File: config.mk
export PLATFORM = sky130hd
export DESIGN_NAME = load_store_unit_flat
export DESIGN_NICKNAME = d
export VERILOG_FILES = /design/src/rtl/load_store_unit_pkg.sv /design/src/rtl/load_store_unit_if.sv /design/src/rtl/load_store_unit_lane.sv /design/src/rtl/load_store_unit.sv /design/src/flat_wrapper.sv
export SDC_FILE = /design/constraint.sdc
export NUM_CORES = 1
export LEC_CHECK = 0
export CORE_AREA = 2 2 126 128
export DETAILED_ROUTE_END_ITERATION = 12
export DIE_AREA = 0 0 128 130
export HOLD_SLACK_MARGIN = 0.03
export PLACE_DENSITY = 0.86
export SYNTH_ARGS = -nofsm -noshare
export SYNTH_HDL_FRONTEND = slang
export SYNTH_HIERARCHICAL = 1
export SYNTH_SLANG_ARGS = --single-unit
File: constraint.sdc
create_clock -name clk -period 5.2 [get_ports clk]
set_input_delay 1.04 -clock clk [delete_from_list [all_inputs] [get_ports clk]]
set_output_delay 1.04 -clock clk [all_outputs]
set_load 0.005 [all_outputs]
File: src/rtl/load_store_unit_pkg.sv
// Shared definitions for the load/store unit: widths, access-size and FSM encodings,
// and the natural-alignment rule for a request.
package load_store_unit_pkg;

  localparam int unsigned DATA_W = 32;
  localparam int unsigned ADDR_W = 32;
  localparam int unsigned OFF_W  = 2;

  typedef enum logic [1:0] {
    SZ_BYTE = 2'b00,
    SZ_HALF = 2'b01,
    SZ_WORD = 2'b10,
    SZ_ILL  = 2'b11
  } size_e;

  typedef enum logic [1:0] {
    ST_IDLE  = 2'b00,
    ST_READ  = 2'b01,
    ST_WRITE = 2'b10,
    ST_DONE  = 2'b11
  } state_e;

  // True when the access is not naturally aligned or the size code is illegal.
  function automatic logic is_misaligned(input size_e sz, input logic [OFF_W-1:0] off);
    logic bad;
    case (sz)
      SZ_BYTE: bad = 1'b0;
      SZ_HALF: bad = off[0];
      SZ_WORD: bad = (off != 2'b00);
      default: bad = 1'b1;
    endcase
    return bad;
  endfunction

endpackage

File: src/rtl/load_store_unit_if.sv
// Datapath request/response channel plus the data-memory bus of the load/store unit.
//  slave  : the LSU view (takes requests, drives the memory bus)
//  master : the datapath + memory view (issues requests, returns mem_rdata)
interface load_store_unit_if;
  import load_store_unit_pkg::*;

  logic              req;
  logic              is_store;
  logic [1:0]        size;
  logic              is_signed;
  logic [ADDR_W-1:0] addr;
  logic [DATA_W-1:0] wdata;
  logic [DATA_W-1:0] rdata;
  logic              done;
  logic              busy;
  logic              err;
  logic [ADDR_W-1:0] mem_addr;
  logic [DATA_W-1:0] mem_wdata;
  logic              mem_write;
  logic [DATA_W-1:0] mem_rdata;

  modport slave (
    input  req, is_store, size, is_signed, addr, wdata, mem_rdata,
    output rdata, done, busy, err, mem_addr, mem_wdata, mem_write
  );

  modport master (
    output req, is_store, size, is_signed, addr, wdata, mem_rdata,
    input  rdata, done, busy, err, mem_addr, mem_wdata, mem_write
  );

endinterface

File: src/rtl/load_store_unit_lane.sv
// Lane unit: big-endian byte/half extraction with sign/zero extension for loads,
// and addressed-lane replacement of a read word for sub-word stores. Purely combinational.
// Ports:
//  word         in  32  word read from memory
//  wdata        in  32  store data, byte/half in the low bits
//  off          in  2   byte offset within the word
//  size         in  2   access size (byte/half/word)
//  is_signed    in  1   sign-extend loads when set
//  load_data_c  out 32  extended load result
//  merge_data_c out 32  word to write back for a store
module load_store_unit_lane
  import load_store_unit_pkg::*;
(
  input  logic [DATA_W-1:0] word,
  input  logic [DATA_W-1:0] wdata,
  input  logic [OFF_W-1:0]  off,
  input  size_e             size,
  input  logic              is_signed,
  output logic [DATA_W-1:0] load_data_c,
  output logic [DATA_W-1:0] merge_data_c
);

  logic [7:0]  byte_sel;
  logic [15:0] half_sel;

  // Offset 0 is the most significant lane.
  always_comb begin
    byte_sel     = word[31:24];
    half_sel     = word[31:16];
    load_data_c  = word;
    merge_data_c = wdata;

    case (off)
      2'b00:   byte_sel = word[31:24];
      2'b01:   byte_sel = word[23:16];
      2'b10:   byte_sel = word[15:8];
      default: byte_sel = word[7:0];
    endcase
    half_sel = off[1] ? word[15:0] : word[31:16];

    case (size)
      SZ_BYTE: begin
        load_data_c  = is_signed ? {{24{byte_sel[7]}}, byte_sel} : {24'h000000, byte_sel};
        merge_data_c = word;
        case (off)
          2'b00:   merge_data_c[31:24] = wdata[7:0];
          2'b01:   merge_data_c[23:16] = wdata[7:0];
          2'b10:   merge_data_c[15:8]  = wdata[7:0];
          default: merge_data_c[7:0]   = wdata[7:0];
        endcase
      end
      SZ_HALF: begin
        load_data_c  = is_signed ? {{16{half_sel[15]}}, half_sel} : {16'h0000, half_sel};
        merge_data_c = word;
        if (off[1]) merge_data_c[15:0]  = wdata[15:0];
        else        merge_data_c[31:16] = wdata[15:0];
      end
      default: begin
        load_data_c  = word;
        merge_data_c = wdata;
      end
    endcase
  end

endmodule

File: src/rtl/load_store_unit.sv
// Multi-cycle load/store initiator for a word-addressed data memory (async read,
// write on posedge clk). Sub-word stores are done as read-modify-write.
// Build option: LSU_ALIGN_CHECK_EN -- when defined, misaligned or illegal-size
// requests complete with err=1 and no memory access; otherwise err is 0, the
// address is forced to natural alignment and size 11 behaves as a word.
// Ports:
//  clk  in  clock, all state on posedge
//  R    in  asynchronous active-high reset
//  bus  slave modport: req/is_store/size/is_signed/addr/wdata in,
//       rdata/done/busy/err out, mem_addr/mem_wdata/mem_write out, mem_rdata in
module load_store_unit
  import load_store_unit_pkg::*;
(
  input  logic               clk,
  input  logic               R,
  load_store_unit_if.slave   bus
);

  state_e             state_q;
  logic [OFF_W-1:0]   off_q;
  size_e              size_q;
  logic               signed_q;
  logic               store_q;
  logic [DATA_W-1:0]  wdata_q;
  logic [DATA_W-1:0]  rdata_q;
  logic               done_q;
  logic               busy_q;
  logic               err_q;
  logic [ADDR_W-1:0]  mem_addr_q;
  logic [DATA_W-1:0]  mem_wdata_q;

  size_e              req_size;
  size_e              eff_size;
  logic [OFF_W-1:0]   eff_off;
  logic               req_bad;
  logic [DATA_W-1:0]  load_data_c;
  logic [DATA_W-1:0]  merge_data_c;

  // Request decode: either flag misalignment or coerce the request to alignment.
  always_comb begin
    req_size = size_e'(bus.size);
`ifdef LSU_ALIGN_CHECK_EN
    eff_size = req_size;
    eff_off  = bus.addr[OFF_W-1:0];
    req_bad  = is_misaligned(req_size, bus.addr[OFF_W-1:0]);
`else
    req_bad = 1'b0;
    case (req_size)
      SZ_BYTE: begin
        eff_size = SZ_BYTE;
        eff_off  = bus.addr[OFF_W-1:0];
      end
      SZ_HALF: begin
        eff_size = SZ_HALF;
        eff_off  = {bus.addr[1], 1'b0};
      end
      default: begin
        eff_size = SZ_WORD;
        eff_off  = 2'b00;
      end
    endcase
`endif
  end

  load_store_unit_lane u_lane (
    .word         (bus.mem_rdata),
    .wdata        (wdata_q),
    .off          (off_q),
    .size         (size_q),
    .is_signed    (signed_q),
    .load_data_c  (load_data_c),
    .merge_data_c (merge_data_c)
  );

  // Sequencer: IDLE -> READ -> DONE (load), IDLE -> WRITE -> DONE (word store),
  // IDLE -> READ -> WRITE -> DONE (sub-word store), IDLE -> DONE (rejected).
  always_ff @(posedge clk or posedge R) begin
    if (R) begin
      state_q     <= ST_IDLE;
      off_q       <= '0;
      size_q      <= SZ_BYTE;
      signed_q    <= 1'b0;
      store_q     <= 1'b0;
      wdata_q     <= '0;
      rdata_q     <= '0;
      done_q      <= 1'b0;
      busy_q      <= 1'b0;
      err_q       <= 1'b0;
      mem_addr_q  <= '0;
      mem_wdata_q <= '0;
    end else begin
      done_q <= 1'b0;
      err_q  <= 1'b0;
      case (state_q)
        ST_IDLE: begin
          if (bus.req) begin
            off_q      <= eff_off;
            size_q     <= eff_size;
            signed_q   <= bus.is_signed;
            store_q    <= bus.is_store;
            wdata_q    <= bus.wdata;
            mem_addr_q <= {bus.addr[ADDR_W-1:OFF_W], 2'b00};
            busy_q     <= 1'b1;
            if (req_bad) begin
              state_q <= ST_DONE;
              done_q  <= 1'b1;
              err_q   <= 1'b1;
            end else if (bus.is_store && (eff_size == SZ_WORD)) begin
              mem_wdata_q <= bus.wdata;
              state_q     <= ST_WRITE;
            end else begin
              state_q <= ST_READ;
            end
          end
        end
        ST_READ: begin
          if (store_q) begin
            mem_wdata_q <= merge_data_c;
            state_q     <= ST_WRITE;
          end else begin
            rdata_q <= load_data_c;
            done_q  <= 1'b1;
            state_q <= ST_DONE;
          end
        end
        ST_WRITE: begin
          done_q  <= 1'b1;
          state_q <= ST_DONE;
        end
        ST_DONE: begin
          busy_q  <= 1'b0;
          state_q <= ST_IDLE;
        end
        default: begin
          busy_q  <= 1'b0;
          state_q <= ST_IDLE;
        end
      endcase
    end
  end

  // Write strobe comes straight from the state flop so reset kills it at once.
  assign bus.mem_write = (state_q == ST_WRITE);
  assign bus.mem_addr  = mem_addr_q;
  assign bus.mem_wdata = mem_wdata_q;
  assign bus.rdata     = rdata_q;
  assign bus.done      = done_q;
  assign bus.busy      = busy_q;
  assign bus.err       = err_q;

endmodule

File: src/flat_wrapper.sv
// flat-port wrapper written by rule: the top's interface ports become plain ports
module load_store_unit_flat import load_store_unit_pkg::*;
  (clk, R, bus_req, bus_is_store, bus_size, bus_is_signed, bus_addr, bus_wdata, bus_mem_rdata, bus_rdata, bus_done, bus_busy, bus_err, bus_mem_addr, bus_mem_wdata, bus_mem_write);
  load_store_unit_if bus_i ();
  input  logic clk;
  input  logic R;
  input wire logic [$bits(bus_i.req)-1:0] bus_req;
  input wire logic [$bits(bus_i.is_store)-1:0] bus_is_store;
  input wire logic [$bits(bus_i.size)-1:0] bus_size;
  input wire logic [$bits(bus_i.is_signed)-1:0] bus_is_signed;
  input wire logic [$bits(bus_i.addr)-1:0] bus_addr;
  input wire logic [$bits(bus_i.wdata)-1:0] bus_wdata;
  input wire logic [$bits(bus_i.mem_rdata)-1:0] bus_mem_rdata;
  output wire logic [$bits(bus_i.rdata)-1:0] bus_rdata;
  output wire logic [$bits(bus_i.done)-1:0] bus_done;
  output wire logic [$bits(bus_i.busy)-1:0] bus_busy;
  output wire logic [$bits(bus_i.err)-1:0] bus_err;
  output wire logic [$bits(bus_i.mem_addr)-1:0] bus_mem_addr;
  output wire logic [$bits(bus_i.mem_wdata)-1:0] bus_mem_wdata;
  output wire logic [$bits(bus_i.mem_write)-1:0] bus_mem_write;
  assign bus_i.req = bus_req;
  assign bus_i.is_store = bus_is_store;
  assign bus_i.size = bus_size;
  assign bus_i.is_signed = bus_is_signed;
  assign bus_i.addr = bus_addr;
  assign bus_i.wdata = bus_wdata;
  assign bus_i.mem_rdata = bus_mem_rdata;
  assign bus_rdata = bus_i.rdata;
  assign bus_done = bus_i.done;
  assign bus_busy = bus_i.busy;
  assign bus_err = bus_i.err;
  assign bus_mem_addr = bus_i.mem_addr;
  assign bus_mem_wdata = bus_i.mem_wdata;
  assign bus_mem_write = bus_i.mem_write;
  load_store_unit u_core (.clk(clk), .R(R), .bus(bus_i));
endmodule
### Yosys cells after proc, flatten, opt, wreduce, memory -nomap -nowiden

Index checks and enable logic that the tools add are counted.

* flip-flop bits (word level): 136
* bits of input ports: 103
* output and inout bits: 100

* eq/ne operators: 11
* mux-type cells: 26
* bitwise logic cells: 1
* reductions and logical operators: 12

Operators with widths (number)
* one-hot mux 32 bit (2 select lines): 3
* two-way mux 32 bit: 5
* two-way mux 16 bit: 3
* two-way mux 8 bit: 4
* one-hot mux 8 bit (3 select lines): 1
* equality test 2 x 1 -> 1 bit (second input constant): 4
* equality test 2 bit (second input constant): 4
* logical NOT 2 bit: 4
* one-hot mux 2 bit (2 select lines): 2
* one-hot mux 2 bit (4 select lines): 1
* AND reduction 2 bit: 3
* two-way mux 2 bit: 2
* != test 2 x 1 -> 1 bit (second input constant): 2
* one-hot mux 1 bit (2 select lines): 2
* AND reduction 4 bit: 1
* nonzero test 2 bit: 2
* two-way mux 1 bit: 3
* OR reduction 3 bit: 1
* != test 2 bit (second input constant): 1
* logical AND 1 bit: 1
* inverter 1 bit: 1

### Logic depth before layout (Yosys ltp)

* word-level depth: 7
* mapped depth: 8
* depth with buffers taken out: 5

### Cells and area by module

Netlist, hierarchy kept.

Modules (own cells, without submodules)
* load_store_unit: times used 1, cells each 351, area each 5586.6 um2, sequential area each 3403.3 um2
* load_store_unit_lane: times used 1, cells each 239, area each 1727.9 um2, sequential area each 0.0 um2

### Worst setup path after synthesis

Ideal clock, no wire load.

* path type: input to register
* start: input bus_mem_rdata[7]
* end: register u_core.rdata_q[10] (netlist: u_core/bus.rdata[10])
* library setup time: 0.125 ns
* data arrival time: 2.284 ns
* required time: 5.075 ns
* slack: 2.791 ns
* cell stages on the path: 5
* buffers on the path: 1
* cells stage by stage: mux4_2 and3_4 buf_6 a221o_1 mux2_2

* cells in the longest elaborated chain, start to end: 3

Ends and longest elaborated chain
* start: declaration: RTL line flat_wrapper.sv:13 `input wire logic [$bits(bus_i.mem_rdata)-1:0] bus_mem_rdata;`
* one-hot mux 8 bit (3 select lines): RTL line load_store_unit_lane.sv:33 `case (off)`
* two-way mux 32 bit: RTL line load_store_unit_lane.sv:43 `load_data_c = is_signed ? {{24{byte_sel[7]}}, byte_sel} : {24'h000000, byte_sel};`
* one-hot mux 32 bit (2 select lines): RTL line load_store_unit_lane.sv:41 `case (size)`
* net u_core.load_data_c[10]: RTL line load_store_unit.sv:36 `logic [DATA_W-1:0] load_data_c;`
* end signal: assignment: RTL line load_store_unit.sv:121 `rdata_q <= load_data_c;`
* end: declaration: RTL line load_store_unit.sv:25 `logic [DATA_W-1:0] rdata_q;`

The timed path passes the listed nets, and every way through them passes these cells.
A chain may end at the register's enable or synchronous reset.

### Final worst setup path

* start: register u_core.off_q[0]
* end: register u_core.mem_wdata_q[21] (netlist: u_core/bus.mem_wdata[21])

* cells in the longest elaborated chain, start to end: 5

Ends and longest elaborated chain
* start: declaration: RTL line load_store_unit.sv:20 `logic [OFF_W-1:0] off_q;`
* start signal: assignment: RTL line load_store_unit.sv:97 `off_q <= eff_off;`
* equality test 2 x 1 -> 1 bit: RTL line load_store_unit_lane.sv:45 `case (off)`
* two-way mux 8 bit: RTL line load_store_unit_lane.sv:45
* one-hot mux 32 bit (2 select lines): RTL line load_store_unit_lane.sv:41
* net u_core.merge_data_c[21]: RTL line load_store_unit.sv:37 `logic [DATA_W-1:0] merge_data_c;`
* two-way mux 32 bit: RTL line load_store_unit.sv:117 `if (store_q) begin`
* one-hot mux 32 bit (2 select lines): RTL line load_store_unit.sv:94 `case (state_q)`
* end signal: assignment: RTL line load_store_unit.sv:109 `mem_wdata_q <= bus.wdata;`
* end signal: assignment: RTL line load_store_unit.sv:118 `mem_wdata_q <= merge_data_c;`
* end: declaration: RTL line load_store_unit.sv:30 `logic [DATA_W-1:0] mem_wdata_q;`

The timed path passes the listed nets, and every way through them passes these cells. The select of a mux whose other input is x is not followed.

==> metrics.cfg <==
[power_and_ir_drop]
clkPwrFrac=0.185
p_seq_frac=0.314
leakagePower_nw=4.06
p_sw_mw=2.29
irDropWorstVdd_uv=442
p_int_mw=4.26
power_per_cell_area_nw_per_um2=660
p_sw_frac=0.350
combPwrFrac=0.500

[global_route]
grtUsageMet3=0.0779
grt_pass1_wl_um=33300
grtUsageMet1=0.326
grt_util_all_layers=0.262
top_usage_layer=met2
use_met2=0.439
grt_antenna_before_repair=0
grt_pass1_vias=6108
grt_remaining_overflow=0
grt_max_degree=104

[placement]
dp_hpwl_um=15400
io_buffers=199
gp_congestion=0.906

[clock_network]
cts_tree=yes
cts_setup_buffers=0
numCtsBuffers=17
clk_pin_slew_ns=0.06
clockBufferDepth=2
htree_num_levels=4
worstSkewPairLatency_ns=0.43
hold_buffers=0
ctsResizeCount=0
cts_root_buf=clkbuf_16
clkSinkCount=136

[route]
wirelength_um=21100
vias=5642
avgViaCountPerCell=5.79
drtIter0Drc=323
postRouteAntennaNets=0
drtPass1Iterations=5
remaining_drc_errors=0
wire_per_inst_um=21.7

[sta]
hold_viol_final=0
final.setup.tns_ns=0
fin_crit_sh=0.582
rsz0062_at_grt=no
setup_viol=0
skew_ns=0.00787
hold-worst-slack_ns=0.483
tightest_slew_ns=1.14
max_freq_mhz=331
fin_crit_ns=3.03
drv_slew=0
slew_headroom=0.239

[logic_synthesis]
syn_area_um2=7310
synth_cells=590
ys_ff_latch=136
synth_common_cells=mux2_2, dfrtp_1, mux2i_1, buf_2, o21ai_0
synthTopCellsByArea=dfrtp_1, mux2_2, mux2i_1, o221ai_1, mux2_1
synth_top_area_cell=dfrtp_1
ys_types=45
yosys_most_used_dff=dfrtp_1
synth.top_cell.area_share=0.465
synthArstFlopShare=1.00
yosys_warnings=6
ys_seq_area_frac=0.465
avgSynthCellArea_um2=12.4
synth-edff-count=0
yosysMostFrequentCell=mux2_2

[finish]
area_growth_pct=35.9
fill_cells=1156
drive_gt1_frac=0.271
n_antenna_cell=0
nNetsFinal=877

[setup_path]
cp_data_arrival_time_ns=3.34
end_kind=register
worstSetupPathType=register to register
worstPathRequired_ns=5.51
crit_fanout=22
startpoint_type=register

[floorplan]
chipWidth_um=128
start_util=0.474
die_h_um=130
ios=203
row_count=46
die-area_um2=16600
core_um2=15400

[worst_hold_path]
hold_class=register to register

[run]
maxCapViolCount=0

[status]
status=finished clean

==> worst max-delay path, stage by stage (launching register included) <==
cell and delay, ns:
dfrtp_1 0.93, nor2b_1 0.91, mux2i_1 0.32, o221ai_1 0.18
mux2_2 0.31, mux2_2 0.26
==> worst paths after layout <==
path | start | end | slack (ns) | depth (start not counted)
worst min-delay path | u_core/bus.mem_wdata[29] | u_core/bus.mem_wdata[29] | 0.48 | 1
worst max-delay path | u_core/off_q[0] | u_core/bus.mem_wdata[21] | 2.17 | 5
min in group asynchronous | R | u_core/bus.mem_addr[23] | 1.19 | 2
worst min register to register | u_core/bus.mem_wdata[29] | u_core/bus.mem_wdata[29] | 0.48 | 1
worst max register to register | u_core/off_q[0] | u_core/bus.mem_wdata[21] | 2.17 | 5
max in group asynchronous | R | u_core/bus.done | 2.97 | 3
==> cells by family (layout without fill, tap and decap cells) <==
group,Yosys count,after routing,synth area share
buf+inv,59,249,0.0429
mux,209,209,0.317
fa+ha+maj,5,5,0.00855
compound gates,97,97,0.0994
simple gates,83,83,0.0664
flops,136,136,0.465
other cells,1,3,0.000513
==> flip-flops by register name, indices dropped and copies added, names as in the netlist <==
signal / flops
u_core/wdata_q: 32
u_core/bus.mem_addr: 30
u_core/bus.busy: 1
u_core/store_q: 1
u_core/bus.mem_wdata: 32
u_core/state_q: 2
u_core/bus.done: 1
u_core/off_q: 2
u_core/bus.rdata: 32
u_core/signed_q: 1
u_core/size_q: 2
==> power by group through the flow <==
stage	combinational, mW	sequential (mW)	clock [mW]
after floorplan	2.07	1.93	0
after global placement	3.14	2.03	0
after detailed placement	3.26	2.07	0
after CTS	3.29	2.06	1.23
after global routing	3.53	2.13	1.28
final	3.28	2.06	1.21
==> placed cells by master (no fill, tap or decap), drive strengths merged, types with 3 or more instances in the layout <==
cell type / count
dfrtp: 136
clkbuf: 17
o21ai: 29
a22oi: 5
a22o: 9
clkdlybuf4s50: 199
clkinv: 7
inv: 15
mux2i: 37
o221ai: 16
or2: 4
buf: 8
mux2: 171
ha: 5
a221oi: 3
nand2b: 5
nor2: 5
a32oi: 5
nor2b: 22
a21oi: 3
nor3: 3
o22ai: 4
nand3: 9
nor4b: 7
o21a: 6
nand2: 24
a221o: 10
conb: 3
==> through the flow <==
| step | total power, mW | cell area [um2] | util | worst slack [ns] | cells |
|---|---|---|---|---|---|
| floorplan | 4.00 | 7320 | - | 0.521 | 592 |
| global placement | 5.17 | 9350 | 0.606 | 2.08 | 942 |
| detailed placement | 5.33 | 9350 | 0.606 | 1.96 | 942 |
| CTS | 6.58 | 9940 | 0.644 | 2.21 | 974 |
| global route | 6.95 | 9940 | 0.644 | 2.04 | 974 |
| finish | 6.55 | 9940 | 0.644 | 2.17 | 974 |
==> cell type report <==
type,instances,area [um2],area share
clock buffer,17,425,0.0428
clock inverter,15,168,0.0169
inverter,10,42.5,0.00428
multi-input combinational,397,3610,0.363
sequential,136,3400,0.342
tap,192,240,0.0242
timing repair buffer,207,2050,0.206
==> per-layer routing <==
metal  up-vias  share of wire
met1      2818           0.42
li1       2534              -
met2       255           0.49
met3        35          0.074
met5         -              0
met4         0          0.020
(Power assumes the default switching activity.)
